## src/rtl/sat_counter.sv

```systemverilog
// sat_counter: up-counter that sticks at its all-ones value.
// Ports:
//   clk, rst : clock, asynchronous active-high reset (count -> 0)
//   clr      : synchronous clear, has priority over en
//   en       : count enable
//   cnt      : current count, WIDTH bits
module sat_counter #(
  parameter int WIDTH = 8
) (
  input  logic             clk,
  input  logic             rst,
  input  logic             clr,
  input  logic             en,
  output logic [WIDTH-1:0] cnt
);

  always_ff @(posedge clk or posedge rst) begin
    if (rst) begin
      cnt <= '0;
    end else if (clr) begin
      cnt <= '0;
    end else if (en && (cnt != {WIDTH{1'b1}})) begin
      cnt <= cnt + WIDTH'(1);
    end
  end

endmodule

```

## config.mk

```make
export PLATFORM = sky130hd
export DESIGN_NAME = sat_counter
export DESIGN_NICKNAME = d
export VERILOG_FILES = /design/src/rtl/sat_counter.sv
export SDC_FILE = /design/constraint.sdc
export NUM_CORES = 1
export LEC_CHECK = 0
export ABC_AREA = 1
export CORE_AREA = 5 5 42 44
export CTS_BUF_LIST = sky130_fd_sc_hd__clkbuf_4
export DETAILED_ROUTE_END_ITERATION = 10
export DIE_AREA = 0 0 47 49
export PLACE_DENSITY = 0.72
export SKIP_LAST_GASP = 1
export SYNTH_ARGS = -nofsm -noshare
export SYNTH_HDL_FRONTEND = slang
export SYNTH_SLANG_ARGS = --single-unit
```

## constraint.sdc

```tcl
create_clock -name clk -period 1.9 [get_ports clk]
set_input_delay 0.38 -clock clk [delete_from_list [all_inputs] [get_ports clk]]
set_output_delay 0.38 -clock clk [all_outputs]
set_load 0.02 [all_outputs]
```

==> results of run 1 <==
## worst max-delay path by stage
stage,cells past startpoint,slack (ns),endpoint
detailed placement,5,0.42,cnt[3]$_DFFE_PP0P_
global placement,1,0.44,cnt[5]
floorplan,8,0.53,cnt[4]$_DFFE_PP0P_
finish,1,0.17,cnt[5]
CTS,1,0.15,cnt[5]
global route,1,0.09,cnt[2]
## metrics by stage
step	std cells	worst slack, ns	util (%)	hold WS [ns]
global placement	96	0.436	45.4	0.521
CTS	99	0.149	47.1	0.370
finish	99	0.172	47.1	0.366
global route	99	0.0896	47.1	0.381
floorplan	69	0.527	-	0.196
detailed placement	96	0.419	45.4	0.529
## layer usage
| metal | global-route usage (%) | routed length [um] |
|---|---|---|
| met1 | 12.3 | 476 |
| met3 | 5.54 | 56 |
| met2 | 14.9 | 450 |
| met5 | 0 | 0 |
| met4 | 5.53 | 14 |
## Yosys cell counts, drive strengths merged
master  count  area share, %
nor3b       1            1.5
o21ai       1           0.99
inv        10            7.4
ha          1            2.5
a21oi       2            2.0
nor2        7            7.2
nand2      29             25
clkinv      1            1.7
xnor2       1            1.7
xor2        3            5.2
nand3       5            4.9
dfrtp       8             40
## cell usage in the layout, fill, tap and decap left out, drive strengths merged, types with 2 or more instances in the layout
cell type,synthesis,final
clkdlybuf4s50,0,11
inv,10,10
nor2,7,7
dfrtp,8,8
xor2,3,3
a21oi,2,2
nand2,29,29
clkbuf,0,3
nand3,5,5
## final cells by class
| type | count | area share, % |
|---|---|---|
| multi-input combinational | 50 | 39.5 |
| sequential | 8 | 30.4 |
| timing repair buffer | 11 | 16.7 |
| inverter | 11 | 7.02 |
| clock buffer | 3 | 3.42 |
| tap | 16 | 3.04 |
## power by group
group / leakage (nW) / total, mW / internal, mW / switching (mW)
registers: 0.110 / 0.182 / 0.176 / 0.00600
logic: 0.220 / 0.0516 / 0.0230 / 0.0287
clock network: 0.0138 / 0.132 / 0.0724 / 0.0598
total: 0.343 / 0.366 / 0.271 / 0.0945
## logic make-up after synthesis
kind of cell / after synthesis / synth area share (%)
adders and majority gates: 1 / 2.47
DFF: 8 / 39.5
AOI/OAI and AO/OA: 3 / 2.96
buffers and inverters: 11 / 9.14
and+or+nand+nor: 42 / 39.0
xor gates and xnor gates: 4 / 6.91
==> impl_metrics.csv, run 1 <==
group,metric,value,unit
outcome,status,"finished clean",
pwr,vdd_drop_max,0.000279,V
synthesis,yosys_register_bits,8,
min_path,worstHoldPathType,"input pin to asynchronous set/reset pin",
synthesis,syn_inst,69,
detailed_routing,antenna_left,0,
setup_path,critPathKind,"flip-flop to output pin",
layout,area_growth,30.1,%
detailed_routing,drc,0,
synthesis,synth.yosys.seq_area_share,39.5,%
synthesis,synth_nets,74,
setup_path,crit_chain,"clkdlybuf4s50_1",
setup_path,crit_required,1.52,ns
detailed_routing,drt_wl_total,998,um
clock_tree,h-tree-depth,1,
setup_path,crit_slowest_cell,"clkdlybuf4s50_1",
clock_tree,postCtsHoldBufs,0,
placed_design,portBuffers,11,
clock_tree,cts-root-buf,"clkbuf_4",
layout,final_net_count,90,
synthesis,synth.cell_area,507,sq um
setup_path,cp-startpoint,"cnt[5]$_DFFE_PP0P_",
synthesis,avgSynthCellArea,7.34,sq um
clock_tree,cts_buffers,3,
synthesis,ys_types,16,
setup_path,cp_top_family,"buffers and inverters",
sta,max_freq,0.579,GHz
setup_path,critPathMaxStageDelay,0.65,ns
placed_design,place.gp.congestion,0.792,
pwr,p_leak,0.343,nW
grt,grt_overflow,0,
clock_tree,post-cts-setup-buffer-count,0,
sta,worst_pin_slew,0.324,ns
sta,fin_crit,1.73,ns
floorplan,start_util,36.2,%
clock_tree,clk_latency,0.26,ns
floorplan,die_x,47,um
layout,seq_area,200,sq um
placed_design,placedInstanceArea,637,sq um
synthesis,yosys_warnings,0,
floorplan,io_pins,12,
grt,grt_pass1_wl,1740,um
layout,top_regs,"cnt x8",
sta,max_slew_margin,78.3,%
setup_path,critPathMaxFanout,6,
floorplan,coreArea,1400,sq um
grt,grt_max_degree,9,
setup_path,cp.buffers_inverters,1,
run,cap_violations,0,
layout,largest_reg_flops,8,
sta,fin_crit_sh,91.0,%
floorplan,die-area,2300,sq um
detailed_routing,vias_per_cell,4.59,
layout,diodes,0,
setup_path,cp-end-kind,"output pin",
floorplan,rows,14,
detailed_routing,drt_iter0_markers,9,
clock_tree,cts_tree,"done",
setup_path,cp-start-kind,"flip-flop",
sta,hold_viol_final,0,
sta,slew_viol_final,0,
clock_tree,clk_pin_slew_worst_paths,0.06,ns
layout,multiInputGateArea,260,sq um
setup_path,r2r_end,"cnt[3]$_DFFE_PP0P_",
sta,grt_setup_unrepaired,"no",
pwr,total_power,0.366,mW
floorplan,die_h,49,um
sta,finalSetupViolations,0,
layout,n_fill_cell,151,
grt,grt_pass1_vias,429,
pwr,p_per_area,555,nW/um^2
placed_design,place_hpwl,799,um
clock_tree,cts.sinks,8,
clock_tree,clockBufferDepth,2,
detailed_routing,routedWlPerCell,10.1,um
grt,antenna_found_initial,0,
grt,grt.total_usage,10.5,%
setup_path,r2r_start,"cnt[0]$_DFFE_PP0P_",
setup_path,r2r_cells,8,
clock_tree,ctsResizeCount,0,
setup_path,worstPathArrival,1.35,ns
layout,design_area,659,sq um
layout,regMostFlops,"cnt",
layout,drive_gt1_share,12.0,%
detailed_routing,vias,454,
sta,skew,0.00645,ns
sta,tns,0,ns
setup_path,reg2reg_slack,0.46,ns
detailed_routing,drtPass1Iterations,4,
Note: power is estimated with default switching activity, not from simulation.
==> run 2: changes to the inputs <==
- CTS_CLUSTER_SIZE: not set -> 25
==> results of run 2 <==
Same layout as run 1: the final DEF is identical, and so are final timing and power.
==> run 3: changes to the inputs <==
- PLACE_DENSITY: 0.72 -> not set
- PLACE_DENSITY_LB_ADDON: not set -> 0.2
==> run 3 against run 2 <==
Sequential power is essentially flat; global-route usage grew 1.1 points; final area is the same; combinational power grew 2%; total power grew 0.45%; flip-flop and latch count is the same; clock skew shrank 0.0062 ns; critical endpoint unchanged; highest routed layer unchanged.
==> impl_metrics.csv, run 3 (synthesis results as in run 1) <==
group,metric,value,unit
outcome,status,"finished clean",
setup_path,crit_slowest_cell,"clkdlybuf4s50_1",
detailed_routing,vias,438,
placed_design,portBuffers,11,
setup_path,worstPathArrival,1.35,ns
layout,final_cell_mix,"25 x nand2_1, 11 x clkdlybuf4s50_1, 10 x inv_1, 8 x dfrtp_1",
setup_path,critPathMaxStageDelay,0.65,ns
grt,grt_pass1_wl,1860,um
clock_tree,clockBufferDepth,2,
setup_path,cp-start-kind,"flip-flop",
floorplan,start_util,36.2,%
sta,hold_viol_final,0,
sta,fin_crit_sh,90.8,%
grt,grt_overflow,0,
layout,layout_commonest_cell,"nand2_1",
placed_design,place.gp.congestion,0.769,
layout,area_growth,30.1,%
floorplan,io_pins,12,
detailed_routing,drc,0,
clock_tree,h-tree-depth,1,
sta,fin_crit,1.73,ns
floorplan,rows,14,
clock_tree,clk_latency,0.25,ns
setup_path,cp.buffers_inverters,1,
detailed_routing,drtPass1Iterations,4,
layout,final_util,47.1,%
placed_design,pre_cts_slack,0.424,ns
clock_tree,ctsResizeCount,0,
sta,slew_viol_final,0,
clock_tree,postCtsHoldBufs,0,
sta,tns,0,ns
floorplan,die-area,2300,sq um
detailed_routing,antenna_left,0,
clock_tree,post-cts-setup-buffer-count,0,
clock_tree,cts_buffers,3,
detailed_routing,drt_iter0_markers,6,
setup_path,critPathKind,"flip-flop to output pin",
min_path,worstHoldPathType,"input pin to asynchronous set/reset pin",
setup_path,cp-end-kind,"output pin",
setup_path,cp_top_family,"buffers and inverters",
run,cap_violations,0,
floorplan,die_x,47,um
grt,grt_max_degree,9,
clock_tree,cts_tree,"done",
floorplan,coreArea,1400,sq um
sta,skew,0.000208,ns
pwr,total_power,0.367,mW
layout,drive_gt1_share,12.0,%
sta,grt_setup_unrepaired,"no",
layout,final_net_count,90,
detailed_routing,vias_per_cell,4.42,
placed_design,placedInstanceArea,637,sq um
grt,antenna_found_initial,0,
sta,max_freq,0.580,GHz
sta,finalSetupViolations,0,
sta,worst_pin_slew,0.327,ns
placed_design,place_hpwl,799,um
detailed_routing,drt_wl_total,1030,um
setup_path,crit_chain,"clkdlybuf4s50_1",
layout,diodes,0,
grt,grt.total_usage,11.6,%
sta,worst_slack,0.175,ns
clock_tree,cts.sinks,8,
setup_path,crit_required,1.52,ns
layout,n_fill_cell,153,
sta,max_slew_margin,78.2,%
pwr,vdd_drop_max,0.000309,V
grt,grt_pass1_vias,424,
layout,regMostFlops,"cnt",
layout,largest_reg_flops,8,
setup_path,critPathMaxFanout,6,
layout,top_regs,"cnt x8",
pwr,p_leak,0.343,nW
pwr,p_per_area,557,nW/um^2
clock_tree,cts-root-buf,"clkbuf_4",
clock_tree,clk_pin_slew_worst_paths,0.06,ns
layout,design_area,659,sq um
floorplan,die_h,49,um
detailed_routing,routedWlPerCell,10.4,um
[run 3: cell counts in the layout (fill, tap and decap cells not counted)]
Identical to the previous run, type by type.
[run 3: layout make-up]
| class | count | area [sq um] | area share (%) |
|---|---|---|---|
| clock buffers | 3 | 22.5 | 3.42 |
| inverters | 11 | 46.3 | 7.02 |
| repair buffers | 11 | 110 | 16.7 |
| well taps | 16 | 20.0 | 3.04 |
| multi-input cells | 50 | 260 | 39.5 |
| flip-flops and latches | 8 | 200 | 30.4 |
[run 3: through the flow]
step                      hold WS (ns)  instances
after detailed placement         0.511         96
final                            0.377         99
after floorplan                  0.196         69
after global placement           0.505         96
after global routing             0.407         99
after CTS                        0.377         99
[run 3: power breakdown]
part / switching [mW] / internal [mW]
combinational: 0.0295 / 0.0230
sequential: 0.00591 / 0.176
clock: 0.0607 / 0.0725
total: 0.0961 / 0.271
[run 3: final timing paths]
check	end	cells after the start	slack (ns)	startpoint
worst max-delay path	cnt[5]	1	0.17	cnt[5]$_DFFE_PP0P_
worst min-delay path	cnt[5]$_DFFE_PP0P_	2	0.38	rst
worst max register to register	cnt[4]$_DFFE_PP0P_	8	0.45	cnt[0]$_DFFE_PP0P_
worst min register to register	cnt[1]$_DFFE_PP0P_	2	0.52	cnt[1]$_DFFE_PP0P_
max in group asynchronous	cnt[6]$_DFFE_PP0P_	2	1.28	rst
min in group clk	cnt[1]$_DFFE_PP0P_	2	0.52	cnt[1]$_DFFE_PP0P_
[run 3: layer usage]
metal / wire [um] / track usage [%] / up-vias
met5: 0 / 0 / -
met4: 12 / 8.29 / 0
met3: 35 / 3.32 / 2
met2: 473 / 14.9 / 6
met1: 511 / 15.9 / 192
li1: - / - / 238
